$ cat src/rtl/mbank_pkg.sv
// mbank_pkg: shared types and default geometry for the memory bank.
//   port_e        - write-port identifier used for the round-robin pointer and grant
//   MBANK_DEPTH   - default number of bank rows
//   MBANK_WIDTH   - default data width per row
package mbank_pkg;

    typedef enum logic {PORT_A = 1'b0, PORT_B = 1'b1} port_e;

    localparam int unsigned MBANK_DEPTH = 16;
    localparam int unsigned MBANK_WIDTH = 8;

endpackage

$ cat src/rtl/mbank_addr_dec.sv
// mbank_addr_dec: combinational row-address decoder for the memory bank.
// Ports:
//   addr      in   ADDR_W  row address
//   row_oh_c  out  DEPTH   one-hot row select (all-zero when out of range)
//   oor_c     out  1       address is >= DEPTH
module mbank_addr_dec
    import mbank_pkg::*;
#(
    parameter int unsigned DEPTH  = MBANK_DEPTH,
    parameter int unsigned ADDR_W = $clog2(DEPTH)
) (
    input  logic [ADDR_W-1:0] addr,
    output logic [DEPTH-1:0]  row_oh_c,
    output logic              oor_c
);

    // One-hot decode; an out-of-range address matches no row.
    always_comb begin
        row_oh_c = '0;
        for (int unsigned i = 0; i < DEPTH; i++) begin
            if (addr == ADDR_W'(i)) begin
                row_oh_c[i] = 1'b1;
            end
        end
    end

    // Zero-extend so non-power-of-two depths compare correctly.
    assign oor_c = ({1'b0, addr} >= (ADDR_W + 1)'(DEPTH));

endmodule

$ cat src/rtl/mbank_wr_arb.sv
// mbank_wr_arb: round-robin write arbiter and registered CE generator for the bank.
// Ports:
//   clk, rst               clock, asynchronous active-high reset
//   a_valid/a_addr/a_data  port A write request;  a_ready: A accepted this cycle
//   b_valid/b_addr/b_data  port B write request;  b_ready: B accepted this cycle
//   ce                     registered one-hot row enable (zero when idle)
//   wdata                  registered write data, valid when ce != 0
//   oor                    registered pulse: accepted address was >= DEPTH
//   conflict_cnt           (only with MBANK_WR_ARB_CNT_EN) saturating count of
//                          cycles with both valids high
// Optional feature macro: MBANK_WR_ARB_CNT_EN
module mbank_wr_arb
    import mbank_pkg::*;
#(
    parameter int unsigned DEPTH  = MBANK_DEPTH,
    parameter int unsigned WIDTH  = MBANK_WIDTH,
    parameter int unsigned ADDR_W = $clog2(DEPTH)
) (
    input  logic              clk,
    input  logic              rst,
    input  logic              a_valid,
    input  logic [ADDR_W-1:0] a_addr,
    input  logic [WIDTH-1:0]  a_data,
    output logic              a_ready,
    input  logic              b_valid,
    input  logic [ADDR_W-1:0] b_addr,
    input  logic [WIDTH-1:0]  b_data,
    output logic              b_ready,
    output logic [DEPTH-1:0]  ce,
    output logic [WIDTH-1:0]  wdata,
    output logic              oor
`ifdef MBANK_WR_ARB_CNT_EN
    ,
    output logic [15:0]       conflict_cnt
`endif
);

    port_e             ptr_q, ptr_d;
    logic [DEPTH-1:0]  ce_q, ce_d;
    logic [WIDTH-1:0]  wdata_q, wdata_d;
    logic              oor_q, oor_d;

    logic              xfer_c;
    logic [ADDR_W-1:0] sel_addr_c;
    logic [WIDTH-1:0]  sel_data_c;
    logic [DEPTH-1:0]  dec_oh_c;
    logic              dec_oor_c;

    // Grant: a lone requester wins, contention goes to the pointer; reset blocks both.
    always_comb begin
        a_ready = 1'b0;
        b_ready = 1'b0;
        if (!rst) begin
            if (a_valid && (!b_valid || ptr_q == PORT_A)) begin
                a_ready = 1'b1;
            end else if (b_valid) begin
                b_ready = 1'b1;
            end
        end
    end

    assign xfer_c     = a_ready | b_ready;
    assign sel_addr_c = a_ready ? a_addr : b_addr;
    assign sel_data_c = a_ready ? a_data : b_data;

    mbank_addr_dec #(
        .DEPTH  (DEPTH),
        .ADDR_W (ADDR_W)
    ) u_addr_dec (
        .addr     (sel_addr_c),
        .row_oh_c (dec_oh_c),
        .oor_c    (dec_oor_c)
    );

    // Next state: pointer flips to the loser, output register loads every cycle.
    always_comb begin
        ptr_d   = ptr_q;
        ce_d    = '0;
        wdata_d = wdata_q;
        oor_d   = 1'b0;
        if (a_ready) begin
            ptr_d = PORT_B;
        end else if (b_ready) begin
            ptr_d = PORT_A;
        end
        if (xfer_c) begin
            if (dec_oor_c) begin
                oor_d = 1'b1;
            end else begin
                ce_d    = dec_oh_c;
                wdata_d = sel_data_c;
            end
        end
    end

    always_ff @(posedge clk or posedge rst) begin
        if (rst) begin
            ptr_q   <= PORT_A;
            ce_q    <= '0;
            wdata_q <= '0;
            oor_q   <= 1'b0;
        end else begin
            ptr_q   <= ptr_d;
            ce_q    <= ce_d;
            wdata_q <= wdata_d;
            oor_q   <= oor_d;
        end
    end

    assign ce    = ce_q;
    assign wdata = wdata_q;
    assign oor   = oor_q;

`ifdef MBANK_WR_ARB_CNT_EN
    logic [15:0] cnt_q, cnt_d;

    // Saturating contention counter.
    always_comb begin
        cnt_d = cnt_q;
        if (a_valid && b_valid && cnt_q != 16'hFFFF) begin
            cnt_d = cnt_q + 16'd1;
        end
    end

    always_ff @(posedge clk or posedge rst) begin
        if (rst) begin
            cnt_q <= 16'd0;
        end else begin
            cnt_q <= cnt_d;
        end
    end

    assign conflict_cnt = cnt_q;
`endif

endmodule

$ cat config.mk
export PLATFORM = sky130hd
export DESIGN_NAME = mbank_wr_arb
export DESIGN_NICKNAME = d
export VERILOG_FILES = /design/src/rtl/mbank_pkg.sv /design/src/rtl/mbank_addr_dec.sv /design/src/rtl/mbank_wr_arb.sv
export SDC_FILE = /design/constraint.sdc
export NUM_CORES = 1
export LEC_CHECK = 0
export ABC_CLOCK_PERIOD_IN_PS = 1500
export BUFFER_PORTS_ARGS = -buffer_cell sky130_fd_sc_hd__buf_2
export CELL_PAD_IN_SITES_DETAIL_PLACEMENT = 0
export CELL_PAD_IN_SITES_GLOBAL_PLACEMENT = 1
export CORE_MARGIN = 5
export CORE_UTILIZATION = 33
export DETAILED_ROUTE_END_ITERATION = 8
export PLACE_DENSITY_LB_ADDON = 0.08
export SYNTH_ARGS = -nofsm -noshare
export SYNTH_HDL_FRONTEND = slang
export SYNTH_HIERARCHICAL = 1
export SYNTH_SLANG_ARGS = --single-unit
$ cat constraint.sdc
create_clock -name clk -period 1.5 [get_ports clk]
set_input_delay 0 -clock clk [delete_from_list [all_inputs] [get_ports clk]]
set_output_delay 0 -clock clk [all_outputs]
set_load 0.005 [all_outputs]
==> flow_summary.toml <==
[worst_hold_path]
hp-class = "primary input to register"
hp-start = "a_data[6]"
min_to = "wdata[6]"
hold-path-cell-count = 3

[setup_path]
reg2reg_depth = 5
critical_path_peak_fanout = 9
crit_required_ps = 1710
startpoint = "ptr_q"
crit_slowest_cell = "dfrtp_1"
crit_chain = "nand2_4 -> nand2_8 -> mux2_4 -> nor4b_4 -> and3_1"
cp-start-kind = "register"
reg2reg_from = "ptr_q"
arrival_ps = 1740
critPathTopFamily = "simple AND/OR/NAND/NOR gates"
worstSetupEndpointType = "register"
reg2reg_to = "ce[2]"
r2r_slack_ps = -20
critical-path-max-stage-delay_ps = 420
worstSetupPathType = "register to register"
crit_buf_inv = 0

[timing]
finalSetupViolCount = 2
fin_crit_ps = 1520
min_period_over_period_pct = 102
final_hold_viol_count = 0
fin_hold_ws_ps = 7.78
rsz0062_at_grt = "true"
finalClockSkew_ps = 1.91
setup_slack_ps = -24.7
fmax_mhz = 656
slew_viol_final = 0

[layout]
final_cells = 235
antennaDiodeCount = 0
drive_gt1_share_pct = 50.8
syn_to_final_growth_pct = 35.9
nets = 214

[cts]
cts_sinks = 26
clk_path_buf_depth = 2
cts_root_buf = "clkbuf_8"
clkTransAtPathRegs_ps = 100
cts_tree = "built"
numCtsBuffers = 3
clk_latency_ps = 270
htreeDepth = 1

[die]
ios = 55
dieArea_um2 = 5710
core_area_um2 = 4090
rows = 23
start_util_pct = 34.7
die_x_um = 75.6
chipHeight_um = 75.6

[logic_synthesis]
synth-simple-area-share_pct = 27.7
syn_nets = 152
yosysSeqAreaShare_pct = 45.9
syn-cell-area_um2 = 1420
avgSynthCellArea_um2 = 11.4
synth_cell_type_count = 30
synth_area_leaders = "dfrtp_1 46%, a31oi_2 7.1%, and3_1 7.1%"
synth_top_area_share_pct = 45.9
synth_top_family_by_area = "simple AND/OR/NAND/NOR gates"
ys_async_sr_fraction_pct = 100
synth-adder-area-share_pct = 0
yosys_warnings = 6
synth-compound-area-share_pct = 14.1
yosys.area_share.xor_xnor_pct = 0
synth_edf_count = 0
synth.area.mux_share_pct = 4.23
synth_top_area_cell = "dfrtp_1"
synth_flop_cell = "dfrtp_1"
synth_cells = 124
ys_ff_latch = 26

[run_status]
status = "finished with violations"
violations = "setup timing"

[place]
gp_congestion = 0.695
io_buffers = 54
place_hpwl_um = 2510
place_inst = 221

[global_route]
antenna_found_initial = 0
grt_pass1_wl_um = 5530
grt_start_max_net_pins = 26
track_usage_pct = 12.8
grt-ovfl-total = 0
grt_pass1_vias = 1180

[detailed_routing]
ant_nets = 0
drt-total-wl_um = 3830
avgViaCountPerCell = 5.06
avgRoutedWirePerCell_um = 16.3
dr.first_iter.drc_count = 62
vias = 1189
firstDrtPassIters = 4
drc = 0

[run]
cap_violations = 0

[pwr]
powerDensity_nw_per_um2 = 930
irDropWorstVdd_v = 0.000580
power.leakage_nw = 1.01
power.total_mw = 1.79
cell families (layout without fill, tap and decap cells):
group                  Yosys count  in the layout
buffers and inverters           17             74
DFF                             26             26
AOI/OAI and AO/OA               27             27
muxes                            4              8
and+or+nand+nor                 49             49
other                            1              1
worst max path at each step:
stage | end | cells past startpoint
after floorplan | ce[1] | 6
after global routing | ce[2] | 5
after CTS | ce[2] | 5
after detailed placement | ce[12] | 5
final | ce[2] | 5
after global placement | ce[12] | 5
Yosys cell counts (2+ instances only):
cell type / number
dfrtp_1: 26
and3_1: 16
a21oi_1: 9
a31oi_2: 8
nand3_1: 8
o21ai_0: 8
and4b_1: 4
and4bb_1: 4
buf_4: 4
buf_6: 4
mux2_4: 4
nor4b_2: 4
and2_1: 2
buf_2: 2
clkbuf_1: 2
inv_1: 2
inv_2: 2
nand2_1: 2
nand2b_1: 2
cell type report:
type	count	area, µm²
Timing Repair Buffer	66	387
Clock inverter	1	30.0
Tap cell	50	62.6
Fill cell	406	2160
Inverter	4	15.0
Clock buffer	3	41.3
Multi-Input combinational cell	85	742
Sequential cell	26	651
report_power, final:
part | switching, mW | total (mW) | internal [mW]
Combinational | 0.224 | 0.428 | 0.204
Clock | 0.234 | 0.591 | 0.357
Sequential | 0.0255 | 0.775 | 0.749
Total | 0.483 | 1.79 | 1.31
worst register-to-register path, cell delays in order, from the launching register on:
cell and delay (ps):
dfrtp_1 420, nand2_4 100, nand2_8 80, mux2_4 390, nor4b_4 290, and3_1 190
layer usage:
layer	wire, µm	vias to the layer above	GRT usage (%)
met3	223	4	2.51
met2	2050	31	24.3
li1	-	581	-
met4	31	0	2.91
met1	1530	573	14.6
met5	0	-	0
stage by stage:
| stage | area [µm²] | worst slack, ps | setup TNS (ps) | utilization [%] |
|---|---|---|---|---|
| global placement | 1720 | 6.96 | 0 | 42.1 |
| floorplan | 1430 | -41.2 | -367 | - |
| detailed placement | 1720 | -3.28 | -5.94 | 42.1 |
| finish | 1930 | -24.7 | -25.2 | 47.2 |
| CTS | 1840 | -19.3 | -28.1 | 45.0 |
| global route | 1930 | -109 | -676 | 47.2 |
state kept, by name, summed over array words and instances (netlist names):
name and flops:
ptr_q 1, wdata 8, ce 16, oor 1
timing repair:
action / 4_1_cts / 5_1_grt
gates resized for setup: 0 / 5
endpoints found under the hold margin: 12 / 0
buffers inserted: 1 / 1
endpoints found under the setup margin: 2 / 15
pin swaps: 0 / 5
gates cloned: 0 / 4
hold buffers: 4 / 0
layout by cell type (no fill, tap or decap), types with 2 or more instances in the layout:
cell	synthesis	routed
inv_1	2	2
nand2b_1	2	2
mux2_2	0	4
and3_1	16	16
o21ai_0	8	8
buf_4	4	6
nand3_1	8	8
mux2_4	4	4
clkbuf_8	0	3
nor4b_2	4	3
buf_2	2	54
and4b_1	4	4
a31oi_2	8	8
and2_1	2	2
a21oi_1	9	9
dfrtp_1	26	26
and4bb_1	4	4
dlygate4sd3_1	0	4
inv_2	2	2
Note: power is estimated with default switching activity, not from simulation.
